<file path="src/rtl/mimo_pkg.sv">
// Shared types and constants for the MIMO QPSK symbol packer.
package mimo_pkg;

    localparam int unsigned DEMOD_W            = 3;
    localparam int unsigned NIBBLE_W           = 4;
    localparam int unsigned BYTE_W             = 8;
    localparam int unsigned DEFAULT_FIFO_DEPTH = 4;

    // Packer FSM: EMPTY holds nothing, HALF holds the high nibble of the next byte.
    typedef logic [0:0] pack_state_t;
    localparam pack_state_t ST_EMPTY = 1'b0;
    localparam pack_state_t ST_HALF  = 1'b1;

    // One queued output byte with its end-of-frame flag.
    typedef struct packed {
        logic              last;
        logic [BYTE_W-1:0] data;
    } byte_entry_t;

endpackage

</file>
<file path="src/rtl/mimo_byte_fifo.sv">
// First-word-fall-through byte FIFO; head entry is visible whenever not_empty is high.
module mimo_byte_fifo
    import mimo_pkg::*;
#(
    parameter int unsigned DEPTH = DEFAULT_FIFO_DEPTH
) (
    input  logic        clk,
    input  logic        rst,
    input  logic        push,
    input  byte_entry_t push_entry,
    input  logic        pop,
    output byte_entry_t head,
    output logic        not_empty,
    output logic        full
);

    localparam int unsigned AW = (DEPTH > 1) ? $clog2(DEPTH) : 1;
    localparam int unsigned CW = AW + 1;

    byte_entry_t       mem_q [DEPTH];
    byte_entry_t       mem_d [DEPTH];
    logic [AW-1:0]     wr_ptr_q, wr_ptr_d;
    logic [AW-1:0]     rd_ptr_q, rd_ptr_d;
    logic [CW-1:0]     count_q,  count_d;
    logic              push_ok;
    logic              pop_ok;

    assign full      = (count_q == CW'(DEPTH));
    assign not_empty = (count_q != '0);
    assign head      = mem_q[rd_ptr_q];

    // Next-state for storage, pointers (wrapping mod DEPTH) and occupancy.
    always_comb begin
        mem_d    = mem_q;
        wr_ptr_d = wr_ptr_q;
        rd_ptr_d = rd_ptr_q;
        push_ok  = push && !full;
        pop_ok   = pop && not_empty;
        if (push_ok) begin
            mem_d[wr_ptr_q] = push_entry;
            wr_ptr_d        = wr_ptr_q + AW'(1);
        end
        if (pop_ok) begin
            rd_ptr_d = rd_ptr_q + AW'(1);
        end
        count_d = count_q + CW'(push_ok) - CW'(pop_ok);
    end

    // State registers; reset discards every queued entry.
    always_ff @(posedge clk or posedge rst) begin
        if (rst) begin
            for (int i = 0; i < int'(DEPTH); i++) begin
                mem_q[i] <= '0;
            end
            wr_ptr_q <= '0;
            rd_ptr_q <= '0;
            count_q  <= '0;
        end else begin
            mem_q    <= mem_d;
            wr_ptr_q <= wr_ptr_d;
            rd_ptr_q <= rd_ptr_d;
            count_q  <= count_d;
        end
    end

endmodule

</file>
<file path="src/rtl/mimo_sym_packer.sv">
// Packs pairs of QPSK indices (two streams) into bytes, two pairs per byte.
// Optional statistics outputs byte_cnt/stall_cnt exist only when
// MIMO_PACK_STATS_EN is defined.
module mimo_sym_packer
    import mimo_pkg::*;
#(
    parameter int unsigned FIFO_DEPTH = DEFAULT_FIFO_DEPTH
) (
    input  logic               clk,
    input  logic               rst,
    input  logic [DEMOD_W-1:0] demod_1,
    input  logic [DEMOD_W-1:0] demod_2,
    input  logic               in_valid,
    input  logic               in_last,
    output logic               in_ready,
    output logic [BYTE_W-1:0]  byte_data,
    output logic               byte_valid,
    output logic               byte_last,
    input  logic               byte_ready,
    output logic               sym_err
`ifdef MIMO_PACK_STATS_EN
    ,
    output logic [15:0]        byte_cnt,
    output logic [15:0]        stall_cnt
`endif
);

    pack_state_t         state_q,   state_d;
    logic [NIBBLE_W-1:0] hold_q,    hold_d;
    logic                sym_err_q, sym_err_d;
    logic [NIBBLE_W-1:0] nibble;
    logic                accept;
    logic                push;
    logic                pop;
    logic                fifo_full;
    byte_entry_t         push_entry;
    byte_entry_t         head;

    // Handshakes; in_ready deliberately ignores a same-cycle pop.
    assign in_ready = !rst && !fifo_full;
    assign accept   = in_valid && in_ready;
    assign pop      = byte_valid && byte_ready;
    assign nibble   = {demod_1[1:0], demod_2[1:0]};

    assign byte_data = head.data;
    assign byte_last = head.last;
    assign sym_err   = sym_err_q;

    // Packing FSM: decide hold vs push for each accepted pair.
    always_comb begin
        state_d    = state_q;
        hold_d     = hold_q;
        sym_err_d  = sym_err_q;
        push       = 1'b0;
        push_entry = '0;
        if (accept) begin
            if (demod_1[2] || demod_2[2]) begin
                sym_err_d = 1'b1;
            end
            if (state_q == ST_EMPTY) begin
                if (in_last) begin
                    push            = 1'b1;
                    push_entry.last = 1'b1;
                    push_entry.data = {nibble, NIBBLE_W'(0)};
                end else begin
                    hold_d  = nibble;
                    state_d = ST_HALF;
                end
            end else begin
                push            = 1'b1;
                push_entry.last = in_last;
                push_entry.data = {hold_q, nibble};
                hold_d          = '0;
                state_d         = ST_EMPTY;
            end
        end
    end

    // FSM, held nibble and sticky error flag.
    always_ff @(posedge clk or posedge rst) begin
        if (rst) begin
            state_q   <= ST_EMPTY;
            hold_q    <= '0;
            sym_err_q <= 1'b0;
        end else begin
            state_q   <= state_d;
            hold_q    <= hold_d;
            sym_err_q <= sym_err_d;
        end
    end

    mimo_byte_fifo #(
        .DEPTH      (FIFO_DEPTH)
    ) u_fifo (
        .clk        (clk),
        .rst        (rst),
        .push       (push),
        .push_entry (push_entry),
        .pop        (pop),
        .head       (head),
        .not_empty  (byte_valid),
        .full       (fifo_full)
    );

`ifdef MIMO_PACK_STATS_EN
    logic [15:0] byte_cnt_q,  byte_cnt_d;
    logic [15:0] stall_cnt_q, stall_cnt_d;

    assign byte_cnt  = byte_cnt_q;
    assign stall_cnt = stall_cnt_q;

    // Popped-byte counter wraps; stall counter saturates.
    always_comb begin
        byte_cnt_d  = byte_cnt_q + 16'(pop);
        stall_cnt_d = stall_cnt_q;
        if (in_valid && !in_ready && (stall_cnt_q != 16'hFFFF)) begin
            stall_cnt_d = stall_cnt_q + 16'd1;
        end
    end

    // Statistics registers.
    always_ff @(posedge clk or posedge rst) begin
        if (rst) begin
            byte_cnt_q  <= '0;
            stall_cnt_q <= '0;
        end else begin
            byte_cnt_q  <= byte_cnt_d;
            stall_cnt_q <= stall_cnt_d;
        end
    end
`endif

endmodule

</file>
<file path="config.mk">
export PLATFORM = sky130hd
export DESIGN_NAME = mimo_sym_packer
export DESIGN_NICKNAME = d
export VERILOG_FILES = /design/src/rtl/mimo_pkg.sv /design/src/rtl/mimo_byte_fifo.sv /design/src/rtl/mimo_sym_packer.sv
export SDC_FILE = /design/constraint.sdc
export NUM_CORES = 1
export LEC_CHECK = 0
export ABC_AREA = 1
export CAP_MARGIN = 20
export CORE_MARGIN = 2
export CORE_UTILIZATION = 50
export CTS_BUF_LIST = sky130_fd_sc_hd__clkbuf_4 sky130_fd_sc_hd__clkbuf_8
export DETAILED_ROUTE_END_ITERATION = 10
export HOLD_SLACK_MARGIN = 0.1
export PLACE_DENSITY = 0.79
export SLEW_MARGIN = 25
export SYNTH_ARGS = -nofsm -noshare
export SYNTH_HDL_FRONTEND = slang
export SYNTH_HIERARCHICAL = 1
export SYNTH_SLANG_ARGS = --single-unit
</file>
<file path="constraint.sdc">
create_clock -name clk -period 4.2 [get_ports clk]
set_input_delay 0.84 -clock clk [delete_from_list [all_inputs] [get_ports clk]]
set_output_delay 0.84 -clock clk [all_outputs]
set_load 0.05 [all_outputs]
</file>
==> reports/metrics.cfg <==
[outcome]
status=complete, no violations

[layout]
diodes=0
layout-drive-gt1-share=0.0769
mostFrequentLayoutCell=nand2_1
fin_nets=356
syn2layout_area_growth_pct=10.9
fillerInstances=499
layout_common_cells=nand2_1, dfrtp_1, nand4_1

[detailed_routing]
postRouteAntennaNets=0
drc=0
firstDrtPassIters=4
wl_um=5850
dr_wl_met2_um=2910
dr_wl_met3_um=309
highest_layer=met4
wl_met1_um=2560
num_vias=2231
wire_per_inst_um=14.3
avgViaCountPerCell=5.47
drtIter0Drc=391

[timing]
hold_viol=0
clock.fmax_ghz=0.301
rsz0062_at_grt=false
finalMaxSlewViolations=0
worst_pin_slew_ns=0.550
maxSlewHeadroom=0.633
finalSetupViolCount=0
post-route-min-period_ns=3.32
whs_ns=0.472
finClkSkew_ns=0.00579
post-route-period-util=0.792
finalSetupTns_ns=0

[logic_synthesis]
synth_fa_ha_area_frac=0.0362
synth_area_um2=2620
synth-xor-area-share=0.00334
ys_async_sr_fraction=1.00
synth_edf_count=0
yosysWarnings=6
ys_ff_latch=49
synth_ff_type=dfrtp_1
synth-compound-area-share=0.0711
synthSimpleGateAreaFrac=0.349
synth_top_family_by_area=simple AND/OR/NAND/NOR gates
syn_avg_cell_area_um2=8.05
yosysUniqueCellTypes=25
yosysSeqAreaShare=0.467
syn_nets=344
synthMuxAreaShare=0
synth_cells=326

[floorplanning]
die-height_um=76.4
die_area_um2=5840
start_util=0.517
core-area_um2=5070
fp-row-count=26
fp.dieW_um=76.4
ioPinCount=23

[power]
power.switching_mw=0.968
p_clk_frac=0.140
combPwrFrac=0.511
vdd_drop_max_v=0.000502
p_int_mw=1.06
power_density_nw_per_um2=698
swShare=0.477
seqPwrFrac=0.349
p_leak_nw=1.47

[clock_network]
cts_root_buf=clkbuf_8
insertion_delay_ns=0.30
cts.clk_slew.worst_paths_ns=0.08
cts_setup_buffers=0
cts_tree=built
cts_max_level=2
cts_num_sinks=49
hold_buffers=0
cts_resized=0
clock_path_buffers=2
cts_made_buffers=5

[grt]
grt_pass1_wl_um=9980
grt_pass1_vias=2128
antenna_found_initial=0
grt_use_total=0.212
overflow=0
grt_max_degree=45

[placement]
io_buffers=22
hpwlAfterDp_um=3760
place_congestion=0.805

[worst_setup_path]
critPathMostFrequentCell=o21ai_0
cp_max_fo=21
path_cells=buf_4 -> inv_1 -> o21ai_0 -> o21ai_0 -> clkdlybuf4s50_1
path_buf_inv=3
cp.required_ns=3.36
start_kind=flop
worst-path-stages=5
rr_worst_depth=11
max_stage_delay_ns=0.84
slowest_stage=clkdlybuf4s50_1
cp.arrival_ns=2.48
cp-end-kind=output pin
cpLargestDelayFamily=buffers and inverters
critPathKind=reg2out

[run]
cap_violations=0

[hold_path]
hp-class=reg2reg
min_path_cells=2

[worst min-delay path, delay by kind of cell, from the launching register on]
family | cells | cell delay, ns
AND/OR/NAND/NOR | 2 | 0.10
flip-flops | 1 | 0.34
[synth_stat cells, types with 3 or more instances]
cell type	n	area, µm²
a21oi_2	4	35.0
buf_2	8	40.0
buf_4	3	22.5
buf_6	5	56.3
dfrtp_1	49	1230
ha_1	6	75.1
inv_1	14	52.6
nand2_1	109	409
nand3_1	6	30.0
nand3_2	4	40.0
nand4_1	40	250
nor2_1	37	139
o21ai_0	25	125
[metal layers]
layer | global-route usage | up-vias
li1 | - | 1099
met1 | 0.284 | 1055
met2 | 0.346 | 69
met3 | 0.0332 | 8
met4 | 0.0836 | 0
met5 | 0 | -
[power groups by stage]
stage	clock [mW]	sequential, mW	combinational [mW]
floorplan	0	0.688	0.824
global placement	0	0.709	1.02
detailed placement	0	0.715	1.04
CTS	0.291	0.706	1.04
global route	0.308	0.729	1.14
finish	0.284	0.708	1.04
[stage by stage]
| stage | worst slack, ns | cells | area, µm² | total power [mW] | util |
|---|---|---|---|---|---|
| after floorplan | 1.37 | 326 | 2620 | 1.51 | - |
| after global placement | 1.03 | 401 | 2820 | 1.73 | 0.556 |
| after detailed placement | 1.02 | 401 | 2820 | 1.75 | 0.556 |
| after CTS | 0.846 | 408 | 2910 | 2.04 | 0.573 |
| final | 0.876 | 408 | 2910 | 2.03 | 0.573 |
| after global routing | 0.691 | 408 | 2910 | 2.18 | 0.573 |
[area by class of cell]
type                    instances  area (µm²)  share of cell area
flip-flops and latches         49        1230               0.421
inverters                      15        56.3              0.0193
repair buffers                 25         243              0.0834
well taps                      70        87.6              0.0301
clock buffers                   7        90.1              0.0310
multi-input cells             242        1210               0.415
[registers in the layout, summed over array words and instances, names as in the netlist]
name,count
u_fifo/mem_q,36
hold_q,4
u_fifo/count_q,3
u_fifo/rd_ptr_q,2
u_fifo/wr_ptr_q,2
state_q,1
sym_err,1
[path summary, 6_finish.rpt]
| kind | slack, ns | to | from |
|---|---|---|---|
| max in group asynchronous | 2.73 | u_fifo/mem_q[16] | rst |
| min | 0.47 | u_fifo/mem_q[23] | u_fifo/mem_q[23] |
| max | 0.88 | byte_data[4] | u_fifo/rd_ptr_q[0] |
| min in group asynchronous | 0.86 | hold_q[2] | rst |
| min reg2reg | 0.47 | u_fifo/mem_q[23] | u_fifo/mem_q[23] |
| max reg2reg | 1.41 | u_fifo/count_q[2] | u_fifo/count_q[2] |
[cell families (layout without fill, tap and decap cells)]
kind of cell / after synthesis / in the layout
fa+ha+maj: 7 / 7
xor+xnor: 1 / 1
simple gates: 201 / 201
flops: 49 / 49
buf+inv: 35 / 47
compound gates: 33 / 33
Power figures use the tool's default switching activity.
